===== src/rtl/uart_alu_pkg.sv =====
// Shared opcode constants and controller state encoding for the UART-fed ALU.
package uart_alu_pkg;

    localparam int unsigned OP_W = 8;

    localparam logic [OP_W-1:0] OP_ADD = 8'h20;
    localparam logic [OP_W-1:0] OP_SUB = 8'h22;
    localparam logic [OP_W-1:0] OP_AND = 8'h24;
    localparam logic [OP_W-1:0] OP_OR  = 8'h25;
    localparam logic [OP_W-1:0] OP_XOR = 8'h26;
    localparam logic [OP_W-1:0] OP_NOR = 8'h27;
    localparam logic [OP_W-1:0] OP_SRL = 8'h02;
    localparam logic [OP_W-1:0] OP_SRA = 8'h03;

    typedef enum logic [2:0] {
        ST_WAIT_A  = 3'd0,
        ST_WAIT_B  = 3'd1,
        ST_WAIT_OP = 3'd2,
        ST_EXEC    = 3'd3,
        ST_SEND    = 3'd4,
        ST_WAIT_TX = 3'd5
    } state_e;

    // States in which the controller refuses new bytes.
    function automatic logic is_busy(input state_e s);
        return (s == ST_EXEC) || (s == ST_SEND) || (s == ST_WAIT_TX);
    endfunction

endpackage


===== src/rtl/uart_alu_interface_alu.sv =====
// Combinational ALU: wrap-around add/sub, bitwise ops and logical/arithmetic right shifts.
module alu
    import uart_alu_pkg::*;
#(
    parameter int unsigned DATA_BITS = 8
) (
    input  logic [DATA_BITS-1:0] a,
    input  logic [DATA_BITS-1:0] b,
    input  logic [DATA_BITS-1:0] op,
    output logic [DATA_BITS-1:0] y,
    output logic                 invalid
);

    logic shift_over;

    // A shift of DATA_BITS or more would leave no original bit in place.
    assign shift_over = (b >= DATA_BITS'(DATA_BITS));

    always_comb begin
        y       = '0;
        invalid = 1'b0;
        case (op)
            DATA_BITS'(OP_ADD): y = a + b;
            DATA_BITS'(OP_SUB): y = a - b;
            DATA_BITS'(OP_AND): y = a & b;
            DATA_BITS'(OP_OR):  y = a | b;
            DATA_BITS'(OP_XOR): y = a ^ b;
            DATA_BITS'(OP_NOR): y = ~(a | b);
            DATA_BITS'(OP_SRL): y = shift_over ? '0 : (a >> b);
            DATA_BITS'(OP_SRA): y = shift_over ? {DATA_BITS{a[DATA_BITS-1]}}
                                               : DATA_BITS'($signed(a) >>> b);
            default:            invalid = 1'b1;
        endcase
    end

endmodule


===== src/rtl/uart_alu_interface.sv =====
// Collects A, B and opcode bytes from a UART receiver, evaluates them and hands the result to the transmitter.
module uart_alu_interface
    import uart_alu_pkg::*;
#(
    parameter int unsigned DATA_BITS      = 8,
    parameter int unsigned TIMEOUT_CYCLES = 100000000
) (
    input  logic                 clk,
    input  logic                 reset,
    input  logic [DATA_BITS-1:0] rx_data,
    input  logic                 rx_done,
    input  logic                 tx_done,
    output logic                 tx_start,
    output logic [DATA_BITS-1:0] tx_data,
    output logic [DATA_BITS-1:0] result,
    output logic                 busy,
    output logic                 bad_op,
    output logic                 timeout
);

    localparam int unsigned    CNT_W      = (TIMEOUT_CYCLES > 1) ? $clog2(TIMEOUT_CYCLES) : 1;
    localparam logic [CNT_W-1:0] CNT_LAST = CNT_W'((TIMEOUT_CYCLES > 0) ? TIMEOUT_CYCLES - 1 : 0);
    localparam bit             TIMEOUT_EN = (TIMEOUT_CYCLES != 0);

    state_e               state_q, state_d;
    logic [DATA_BITS-1:0] reg_a_q, reg_a_d;
    logic [DATA_BITS-1:0] reg_b_q, reg_b_d;
    logic [DATA_BITS-1:0] reg_op_q, reg_op_d;
    logic [CNT_W-1:0]     cnt_q, cnt_d;
    logic [DATA_BITS-1:0] result_d, tx_data_d;
    logic                 tx_start_d, busy_d, bad_op_d, timeout_d;

    logic [DATA_BITS-1:0] alu_op;
    logic [DATA_BITS-1:0] alu_y;
    logic                 alu_invalid;
    logic                 cnt_expired;

    // While the opcode is arriving the ALU looks at it directly so bad_op can line up with EXEC.
    assign alu_op      = (state_q == ST_WAIT_OP) ? rx_data : reg_op_q;
    assign cnt_expired = TIMEOUT_EN && (cnt_q == CNT_LAST);

    alu #(
        .DATA_BITS (DATA_BITS)
    ) u_alu (
        .a       (reg_a_q),
        .b       (reg_b_q),
        .op      (alu_op),
        .y       (alu_y),
        .invalid (alu_invalid)
    );

    always_comb begin
        state_d    = state_q;
        reg_a_d    = reg_a_q;
        reg_b_d    = reg_b_q;
        reg_op_d   = reg_op_q;
        cnt_d      = cnt_q;
        result_d   = result;
        tx_data_d  = tx_data;
        tx_start_d = 1'b0;
        bad_op_d   = 1'b0;
        timeout_d  = 1'b0;

        case (state_q)
            ST_WAIT_A: begin
                cnt_d = '0;
                if (rx_done) begin
                    reg_a_d = rx_data;
                    state_d = ST_WAIT_B;
                end
            end
            ST_WAIT_B, ST_WAIT_OP: begin
                if (rx_done) begin
                    cnt_d = '0;
                    if (state_q == ST_WAIT_B) begin
                        reg_b_d = rx_data;
                        state_d = ST_WAIT_OP;
                    end else begin
                        reg_op_d = rx_data;
                        bad_op_d = alu_invalid;
                        state_d  = ST_EXEC;
                    end
                end else if (cnt_expired) begin
                    // Stalled sender: drop the partial operand set and resynchronise on a fresh A.
                    timeout_d = 1'b1;
                    reg_a_d   = '0;
                    reg_b_d   = '0;
                    cnt_d     = '0;
                    state_d   = ST_WAIT_A;
                end else if (TIMEOUT_EN) begin
                    cnt_d = cnt_q + CNT_W'(1);
                end
            end
            ST_EXEC: begin
                result_d   = alu_y;
                tx_data_d  = alu_y;
                tx_start_d = 1'b1;
                state_d    = ST_SEND;
            end
            ST_SEND: begin
                state_d = ST_WAIT_TX;
            end
            ST_WAIT_TX: begin
                if (tx_done) begin
                    state_d = ST_WAIT_A;
                end
            end
            default: begin
                state_d = ST_WAIT_A;
            end
        endcase

        busy_d = is_busy(state_d);
    end

    always_ff @(posedge clk or negedge reset) begin
        if (!reset) begin
            state_q  <= ST_WAIT_A;
            reg_a_q  <= '0;
            reg_b_q  <= '0;
            reg_op_q <= '0;
            cnt_q    <= '0;
            result   <= '0;
            tx_data  <= '0;
            tx_start <= 1'b0;
            busy     <= 1'b0;
            bad_op   <= 1'b0;
            timeout  <= 1'b0;
        end else begin
            state_q  <= state_d;
            reg_a_q  <= reg_a_d;
            reg_b_q  <= reg_b_d;
            reg_op_q <= reg_op_d;
            cnt_q    <= cnt_d;
            result   <= result_d;
            tx_data  <= tx_data_d;
            tx_start <= tx_start_d;
            busy     <= busy_d;
            bad_op   <= bad_op_d;
            timeout  <= timeout_d;
        end
    end

endmodule


===== config.mk =====
export PLATFORM = sky130hd
export DESIGN_NAME = uart_alu_interface
export DESIGN_NICKNAME = d
export VERILOG_FILES = /design/src/rtl/uart_alu_pkg.sv /design/src/rtl/uart_alu_interface_alu.sv /design/src/rtl/uart_alu_interface.sv
export SDC_FILE = /design/constraint.sdc
export NUM_CORES = 1
export LEC_CHECK = 0
export BUFFER_PORTS_ARGS = -buffer_cell sky130_fd_sc_hd__buf_2
export CAP_MARGIN = 20
export CORE_MARGIN = 2
export CORE_UTILIZATION = 25
export CTS_CLUSTER_DIAMETER = 30
export CTS_CLUSTER_SIZE = 28
export DETAILED_ROUTE_END_ITERATION = 12
export SLEW_MARGIN = 20
export SYNTH_ARGS = -nofsm -noshare
export SYNTH_HDL_FRONTEND = slang
export SYNTH_HIERARCHICAL = 1
export SYNTH_SLANG_ARGS = --single-unit

===== constraint.sdc =====
create_clock -name clk -period 5.84 [get_ports clk]
set_clock_uncertainty 0.05 [all_clocks]
set_input_delay 1.168 -clock clk [delete_from_list [all_inputs] [get_ports clk]]
set_output_delay 1.168 -clock clk [all_outputs]
set_load 0.005 [all_outputs]

=== Word-level counts from Yosys, hierarchy flattened ===
Index checks and enable logic that the tools add are counted.

* Word-level logic and storage cells: 79
* Register bits: 66
* Latch bits: 0
* Memories: 0
* ROM bits: 0
* Bits in writable memories: 0
* Bits of input ports: 12

* Shifts and indexed selects: 2
* Order comparisons: 1
* Multipliers: 0
* $add $sub $neg: 3
* Bitwise operators: 5
* Mux-type cells: 27
* Reductions and logical operators: 10
* Div/mod/pow operators: 0
* Equality and inequality tests: 21

{| class="wikitable"
|+ Operators with widths
! kind !! number
|-
| $mux W8 || 8
|-
| $pmux W8 S8 || 1
|-
| $mux W27 || 2
|-
| $pmux W27 S2 || 1
|-
| $eq A8 B6 Y1 const B || 6
|-
| $add A27 B1 Y27 const B || 1
|-
| $eq A27 B27 Y1 const B || 1
|-
| $eq A8 B2 Y1 const B || 2
|-
| $pmux W8 S2 || 1
|-
| $pmux W3 S5 || 1
|-
| $eq A3 B3 Y1 const B || 4
|-
| $mux W3 || 4
|-
| $eq A3 B2 Y1 const B || 3
|-
| $mux W1 || 9
|-
| $add A8 B8 Y8 || 1
|-
| $and A8 B8 Y8 || 1
|-
| $ge A8 B4 Y1 const B || 1
|-
| $not A8 Y8 || 1
|-
| $or A8 B8 Y8 || 1
|-
| $reduce_or A8 Y1 || 1
|-
| $shr A8 B8 Y8 || 1
|-
| $sshr A8 B8 Y8 || 1
|-
| $sub A8 B8 Y8 || 1
|-
| $xor A8 B8 Y8 || 1
|-
| 10 further kinds || 15
|}

=== Longest topological paths before layout ===
Gate-level depths: netlist (run 1).

* Word-level depth: 8
* Gate-level depth with buffers: 20
* Depth with buffers taken out: 18

=== Hierarchy ===
The synthesis (run 1) kept the hierarchy.

{| class="wikitable"
|+ Modules (own cells, without submodules)
! module !! cells an instance !! times used !! area an instance (um^2)
|-
| uart_alu_interface || 300 || 1 || 3,168.0
|-
| alu || 230 || 1 || 1,635.3
|}

=== Worst setup path after synthesis (run 1) ===
OpenSTA, ideal clock, no wires.

* Path kind: flip-flop to flip-flop
* Start: register state_q[0]
* End: register result[6]
* Arrival time: 3.451 ns
* Buffers on the path: 1
* Setup time: 0.118 ns
* Path slack: 2.222 ns
* Stages on the path, launching flop included: 20
* Data required time: 5.672 ns
* Clock period less this slack: 3.618 ns
* Cell sequence: dfrtp_1 > buf_4 > inv_1 > nand2_1 > nor2_1 > mux2_2 > nor3_2 > nand3_1 > nor2_1 > nor2_1 > xnor2_1 > ha_1 > nor2b_1 > o21ai_0 > nand2b_1 > a31oi_1 > xor2_1 > o211ai_1 > nand2_1 > nand2_1

* Word-level cells in the longest chain between the ends: 4
* Elaborated cells between the ends (all ways): 12
* Classes of those cells: 10 x eq/ne; 2 x mux

{| class="wikitable"
|+ Ends and longest elaborated chain
! element !! RTL line !! RTL
|-
| start: declaration || uart_alu_interface.sv:25 || <nowiki>state_e state_q, state_d;</nowiki>
|-
| start signal: assignment || uart_alu_interface.sv:130 || <nowiki>state_q <= state_d;</nowiki>
|-
| $eq A3 B2 Y1 * || uart_alu_interface.sv:39 || <nowiki>assign alu_op = (state_q == ST_WAIT_OP) ? rx_data : reg_op_q;</nowiki>
|-
| $mux W8 * || uart_alu_interface.sv:39 ||
|-
| named net alu_op[4] || uart_alu_interface.sv:33 || <nowiki>logic [DATA_BITS-1:0] alu_op;</nowiki>
|-
| $eq A8 B2 Y1 or $eq A8 B6 Y1 (tied branches) || uart_alu_interface_alu.sv:22 || <nowiki>case (op)</nowiki>
|-
| $pmux W8 S8 * || uart_alu_interface_alu.sv:22 ||
|-
| named net alu_y[6] || uart_alu_interface.sv:34 || <nowiki>logic [DATA_BITS-1:0] alu_y;</nowiki>
|-
| end signal: assignment || uart_alu_interface.sv:135 || <nowiki>result <= result_d;</nowiki>
|-
| end: declaration || uart_alu_interface.sv:15 || <nowiki>output logic [DATA_BITS-1:0] result,</nowiki>
|}

Mark *: on every way through the listed nets, which the timed path passes. The rest lies on a longest branch.
A chain may end at the register's enable or synchronous reset.

=== Final worst setup path (run 1) ===
* Start: register state_q[0]
* End: register result[7]

Same word-level chain as after synthesis.

==> flow_metrics.py, run 1 <==
metrics = {
    "route": {
        "drt_iter0_markers": 319,
        "ant_nets": 0,
        "wl_per_cell_um": 15.9,
        "routed_wl_mm": 12.4,
        "route.detailed.drc": 0,
        "vias": 4029,
        "viasPerCell": 5.15,
        "first_pass_iters": 5,
    },
    "global_routing": {
        "grt_util_met3": 0.0412,
        "grt_pass1_vias": 3861,
        "busiest_layer": "met2",
        "grt_use_met2": 0.209,
        "antenna_found_initial": 1,
        "grt_max_degree": 67,
        "met1_usage": 0.165,
        "globalRouteOverflowTotal": 0,
        "grt_usage": 0.128,
        "grt_pass1_wl_mm": 20.6,
    },
    "power": {
        "p_per_area_nw_per_um2": 550,
        "total_power_mw": 2.96,
        "irDropWorstVdd_uv": 196,
        "seqPwrFrac": 0.274,
        "intPower_mw": 1.59,
        "swShare": 0.464,
        "p_leak_nw": 2.35,
        "comb_power_share": 0.538,
        "p_sw_mw": 1.37,
        "clkPwrFrac": 0.188,
    },
    "critical_path": {
        "cp.arrival_ns": 4.36,
        "crit_end": "result[7]",
        "regToRegSetupSlack_ns": 1.66,
        "r2r_end": "result[7]",
        "cpMaxStageDelayCell": "mux2_2",
        "critPathMaxFanout": 37,
        "endpoint_kind": "flop",
        "worstReg2RegStart": "state_q[0]",
        "critical_path_required_ns": 6.02,
        "slowest_delay_ns": 0.69,
        "cp-startpoint": "state_q[0]",
        "cp-start-kind": "flop",
        "crit_chain": "inv_1, nand2_1, nor2_1, mux2_2, nor2b_1, nand4_1, nor2_1, a21o_1, inv_1, ha_1, nor2b_1, o2111ai_1, a31oi_1, nor2_1, xnor2_1, o221ai_1, nand2_1, nand2_1",
        "worst-setup-path-type": "reg -> reg",
        "r2r_cells": 18,
    },
    "floorplanning": {
        "core_um2": 18800,
        "io_pins": 32,
        "die_h_um": 143,
        "start_util": 0.256,
        "die_width_um": 143,
        "dieArea_um2": 20300,
        "rows": 50,
    },
    "yosys": {
        "yosys.area.top_type": "dfrtp_1",
        "synthCells": 530,
        "synth_simple_gate_area_frac": 0.214,
        "synthAdderAreaFrac": 0.0693,
        "ys_top_cells_by_count": "66 x dfrtp_1, 66 x nand2_1, 35 x nor2_1",
        "synth-xor-area-share": 0.0419,
        "syn_area_per_cell_um2": 9.06,
        "async_reset_ff_frac": 1.00,
        "synthTopCellsByArea": "dfrtp_1 34%, ha_1 6.5%, nand2_1 5.2%",
        "ys_types": 70,
        "synth_top_family_by_area": "simple AND/OR/NAND/NOR gates",
        "syn_nets": 568,
        "synthesis.area_um2": 4800,
        "synth_top_area_frac": 0.344,
        "synthMuxAreaShare": 0.0716,
        "ys_ff_latch": 66,
        "synth_compound_area_frac": 0.197,
        "synth_edf_count": 0,
        "yosysWarnings": 6,
        "ys.flop_type": "dfrtp_1",
        "ys_seq_area_frac": 0.344,
    },
    "cells_and_area": {
        "areaGrowthSynthToFinish_pct": 12.0,
        "drive_gt1_frac": 0.172,
        "final_nets": 581,
        "fin_util": 0.287,
        "fill_cells": 1984,
    },
    "place": {
        "hpwl_mm": 8.78,
        "routabilityCongestion": 0.911,
        "port_buffers": 31,
    },
    "clock_network": {
        "clock_latency_ns": 0.34,
        "clockBufferDepth": 2,
        "clk_pin_slew_ns": 0.06,
        "holdBufCountCts": 0,
        "cts_tree": "yes",
        "cts-buffers-inserted": 9,
        "cts.sinks": 66,
        "post_cts_resized": 0,
        "postCtsSetupBuffers": 0,
        "h-tree-depth": 3,
        "clock_tree.root_cell": "clkbuf_16",
    },
    "hold_path": {
        "hold_class": "reg -> reg",
        "min_from": "cnt_q[26]",
        "hold_depth": 1,
    },
    "sta": {
        "drv_slew": 0,
        "min_period_ns": 4.18,
        "whs_ns": 0.432,
        "hold_violations": 0,
        "slew_headroom": 0.348,
        "worst_pin_slew_ns": 0.978,
        "rsz0062_at_grt": "false",
        "tns_ns": 0,
        "setup_viol": 0,
        "fin_crit_sh": 0.715,
        "timing.fmax_ghz": 0.239,
    },
    "run": {
        "maxCapViolCount": 0,
    },
    "run_status": {
        "status": "finished clean",
    },
}
-- metrics by stage --
| stage | area (µm²) | cells | setup slack [ns] |
|---|---|---|---|
| 2_1_floorplan | 4800 | 530 | 2.22 |
| 3_3_place_gp | 5080 | 766 | 1.83 |
| 3_5_place_dp | 5080 | 766 | 1.71 |
| 4_1_cts | 5380 | 782 | 1.70 |
| 5_1_grt | 5380 | 782 | 1.13 |
| 6_report | 5380 | 783 | 1.66 |
-- state kept, by name (all words and copies together), names as in the netlist --
| signal | cells |
|---|---|
| cnt_q | 27 |
| reg_a_q | 8 |
| reg_b_q | 8 |
| reg_op_q | 8 |
| result | 8 |
| state_q | 3 |
| bad_op | 1 |
| busy | 1 |
| timeout | 1 |
| tx_start | 1 |
-- layout make-up --
type,instances,area [µm²],area share
timing repair buffer,34,178,0.0330
clock inverter,7,76.3,0.0142
inverter,28,105,0.0195
sequential,66,1650,0.307
antenna,1,2.50,0.000465
tap,234,293,0.0544
multi-input combinational,404,2850,0.530
clock buffer,9,225,0.0419
-- layer usage --
metal  share of wire  up-vias
met3           0.059       19
met2            0.48      116
met1            0.45     1941
met5               0        -
met4           0.013        0
li1                -     1953
-- worst max-delay path: cells and delay by family (launching register included) --
family | cells | cell delay, ns
AO/OA/AOI/OAI | 4 | 0.62
XOR/XNOR | 1 | 0.13
adder cells (fa/ha/maj) | 1 | 0.26
buffers and inverters | 2 | 0.20
flip-flops | 1 | 0.46
multiplexers | 1 | 0.69
AND/OR/NAND/NOR | 9 | 1.64
-- power by group through the flow --
| stage | Clock [mW] | Combinational, mW | Sequential [mW] |
|---|---|---|---|
| after CTS | 0.570 | 1.58 | 0.812 |
| after detailed placement | 0 | 1.57 | 0.820 |
| after global placement | 0 | 1.55 | 0.817 |
| final | 0.557 | 1.59 | 0.812 |
| after floorplan | 0 | 1.35 | 0.702 |
| after global routing | 0.589 | 1.79 | 0.843 |
-- cells by family after synthesis --
| group | after synthesis |
|---|---|
| buffers and inverters | 60 |
| AO/OA/AOI/OAI | 131 |
| multiplexers | 31 |
| AND/OR/NAND/NOR | 193 |
| XOR/XNOR | 23 |
| flip-flops | 66 |
| adder cells (fa/ha/maj) | 26 |
-- how the worst min path moves through the flow --
stage	endpoint	slack, ns
after floorplan	cnt_q[26]	0.39
after global placement	cnt_q[22]	0.42
after detailed placement	cnt_q[26]	0.42
after CTS	cnt_q[26]	0.43
after global routing	reg_op_q[5]	0.47
final	cnt_q[26]	0.43
-- layout by cell type (no fill, tap or decap), drive strengths merged, types with 8 or more instances in the layout --
cell / Yosys / final
nand4: 10 / 10
inv: 27 / 29
xnor2: 13 / 13
dfrtp: 66 / 66
o21ai: 30 / 30
clkbuf: 8 / 9
a21oi: 24 / 24
xor2: 10 / 10
buf: 24 / 34
o211ai: 8 / 8
a31oi: 14 / 14
mux2: 17 / 17
nand3: 24 / 24
mux2i: 13 / 13
nor3: 12 / 12
nor2: 36 / 36
a22o: 18 / 18
ha: 25 / 25
and3: 10 / 10
nand2: 68 / 68
(Power assumes the default switching activity.)
==> run 2: changes to the inputs <==
==> constraint.sdc (replaced) <==
create_clock -name clk -period 4.3 [get_ports clk]
set_clock_uncertainty 0.05 [all_clocks]
set_input_delay 0.86 -clock clk [delete_from_list [all_inputs] [get_ports clk]]
set_output_delay 0.86 -clock clk [all_outputs]
set_load 0.005 [all_outputs]
==> flow_metrics.py, run 2 (synthesized netlist as in run 1, its figures left out) <==
metrics = {
    "run_status": {
        "status": "finished clean",
    },
    "power": {
        "irDropWorstVdd_uv": 252,
        "total_power_mw": 3.94,
        "p_leak_nw": 2.36,
        "p_per_area_nw_per_um2": 733,
    },
    "critical_path": {
        "worst-setup-path-type": "reg -> reg",
        "critical_path_required_ns": 4.47,
        "crit_chain": "inv_1, nand2_1, nor2_1, buf_4, mux2_2, nor3_2, nand4_1, nor2_1, a21o_1, inv_1, ha_1, nor2b_1, o2111ai_1, a31oi_1, nor2_1, xnor2_1, o221ai_1, nand2_1, nand2_1",
        "slowest_delay_ns": 0.46,
        "critPathMaxFanout": 8,
        "cpMaxStageDelayCell": "dfrtp_1",
        "endpoint_kind": "flop",
        "cp-start-kind": "flop",
        "cp.arrival_ns": 3.98,
        "cp_top_family": "simple AND/OR/NAND/NOR gates",
        "cp_num_buf_inv": 3,
    },
    "clock_network": {
        "clock_tree.root_cell": "clkbuf_16",
        "postCtsSetupBuffers": 0,
        "cts-buffers-inserted": 9,
        "cts_tree": "yes",
        "cts.sinks": 66,
        "clockBufferDepth": 2,
        "clock_latency_ns": 0.34,
        "holdBufCountCts": 0,
        "h-tree-depth": 3,
        "clk_pin_slew_ns": 0.06,
        "post_cts_resized": 0,
    },
    "sta": {
        "min_period_ns": 3.80,
        "worst_pin_slew_ns": 1.03,
        "hold_violations": 0,
        "rsz0062_at_grt": "false",
        "fin_crit_sh": 0.885,
        "tns_ns": 0,
        "slew_headroom": 0.313,
        "timing.fmax_ghz": 0.263,
        "drv_slew": 0,
        "setup_slack_ns": 0.495,
        "setup_viol": 0,
    },
    "floorplanning": {
        "core_um2": 18800,
        "die_width_um": 143,
        "start_util": 0.256,
        "dieArea_um2": 20300,
        "rows": 50,
        "die_h_um": 143,
        "io_pins": 32,
    },
    "cells_and_area": {
        "drive_gt1_frac": 0.178,
        "top_register": "cnt_q",
        "largest_reg_flops": 27,
        "final_nets": 585,
        "layout_common_cells": "66 x nand2_1, 66 x dfrtp_1, 35 x nor2_1",
        "areaGrowthSynthToFinish_pct": 12.0,
    },
    "global_routing": {
        "grt_pass1_vias": 3738,
        "grt_pass1_wl_mm": 20.0,
        "antenna_found_initial": 1,
        "grt_max_degree": 36,
        "globalRouteOverflowTotal": 0,
        "grt_usage": 0.124,
    },
    "route": {
        "ant_nets": 0,
        "routed_wl_mm": 12.1,
        "drt_iter0_markers": 225,
        "wl_per_cell_um": 15.4,
        "first_pass_iters": 5,
        "route.detailed.drc": 0,
        "viasPerCell": 5.10,
        "vias": 4017,
    },
    "place": {
        "dp_slack_ns": 0.562,
        "hpwl_mm": 8.84,
        "routabilityCongestion": 0.854,
        "port_buffers": 31,
    },
    "hold_path": {
        "hold_class": "in -> async",
    },
    "run": {
        "maxCapViolCount": 0,
    },
}
## run 2: changes by cell type in the layout (fill, tap and decap cells not counted)
| cell | previous run | this run |
|---|---|---|
| buf_4 | 3 | 7 |
| bufinv_16 | 1 | 0 |
| clkinv_2 | 1 | 4 |
| clkinvlp_4 | 2 | 1 |
| inv_6 | 2 | 1 |
## run 2: power by group
part	switching (mW)	internal, mW	total (mW)
clock network	0.296	0.389	0.684
logic	1.23	0.923	2.15
registers	0.310	0.792	1.10
## run 2: metal layers
metal,GRT usage,share of wire,up-vias
met1,0.166,0.47,1934
met2,0.202,0.47,108
met3,0.0288,0.048,16
met5,0,0,-
li1,-,-,1959
met4,0.0323,0.012,0
## run 2: layout make-up
type | count | area, µm²
inverter | 28 | 105
timing repair buffer | 38 | 208
antenna | 1 | 2.50
tap | 234 | 293
clock buffer | 9 | 225
clock inverter | 7 | 45.0
multi-input combinational | 404 | 2850
sequential | 66 | 1650
fill | 1957 | 13400
## run 2: final timing paths
path / slack, ns / startpoint / cells past startpoint / endpoint
worst max-delay path: 0.50 / state_q[0] / 19 / result[7]
worst min-delay path: 0.32 / reset / 1 / cnt_q[23]
worst max register to register: 0.50 / state_q[0] / 19 / result[7]
worst min register to register: 0.43 / cnt_q[26] / 1 / cnt_q[26]
max in group asynchronous: 3.21 / reset / 2 / reg_a_q[3]
min in group clk: 0.43 / cnt_q[26] / 1 / cnt_q[26]
## run 2: per-stage QoR
stage          std cells  utilization  instance area, µm²  hold WS, ns
2_1_floorplan        530            -                4800        0.395
3_3_place_gp         770        0.272                5110        0.415
3_5_place_dp         770        0.272                5110        0.421
4_1_cts              786        0.287                5380        0.318
5_1_grt              786        0.287                5380        0.324
6_report             787        0.287                5380        0.319
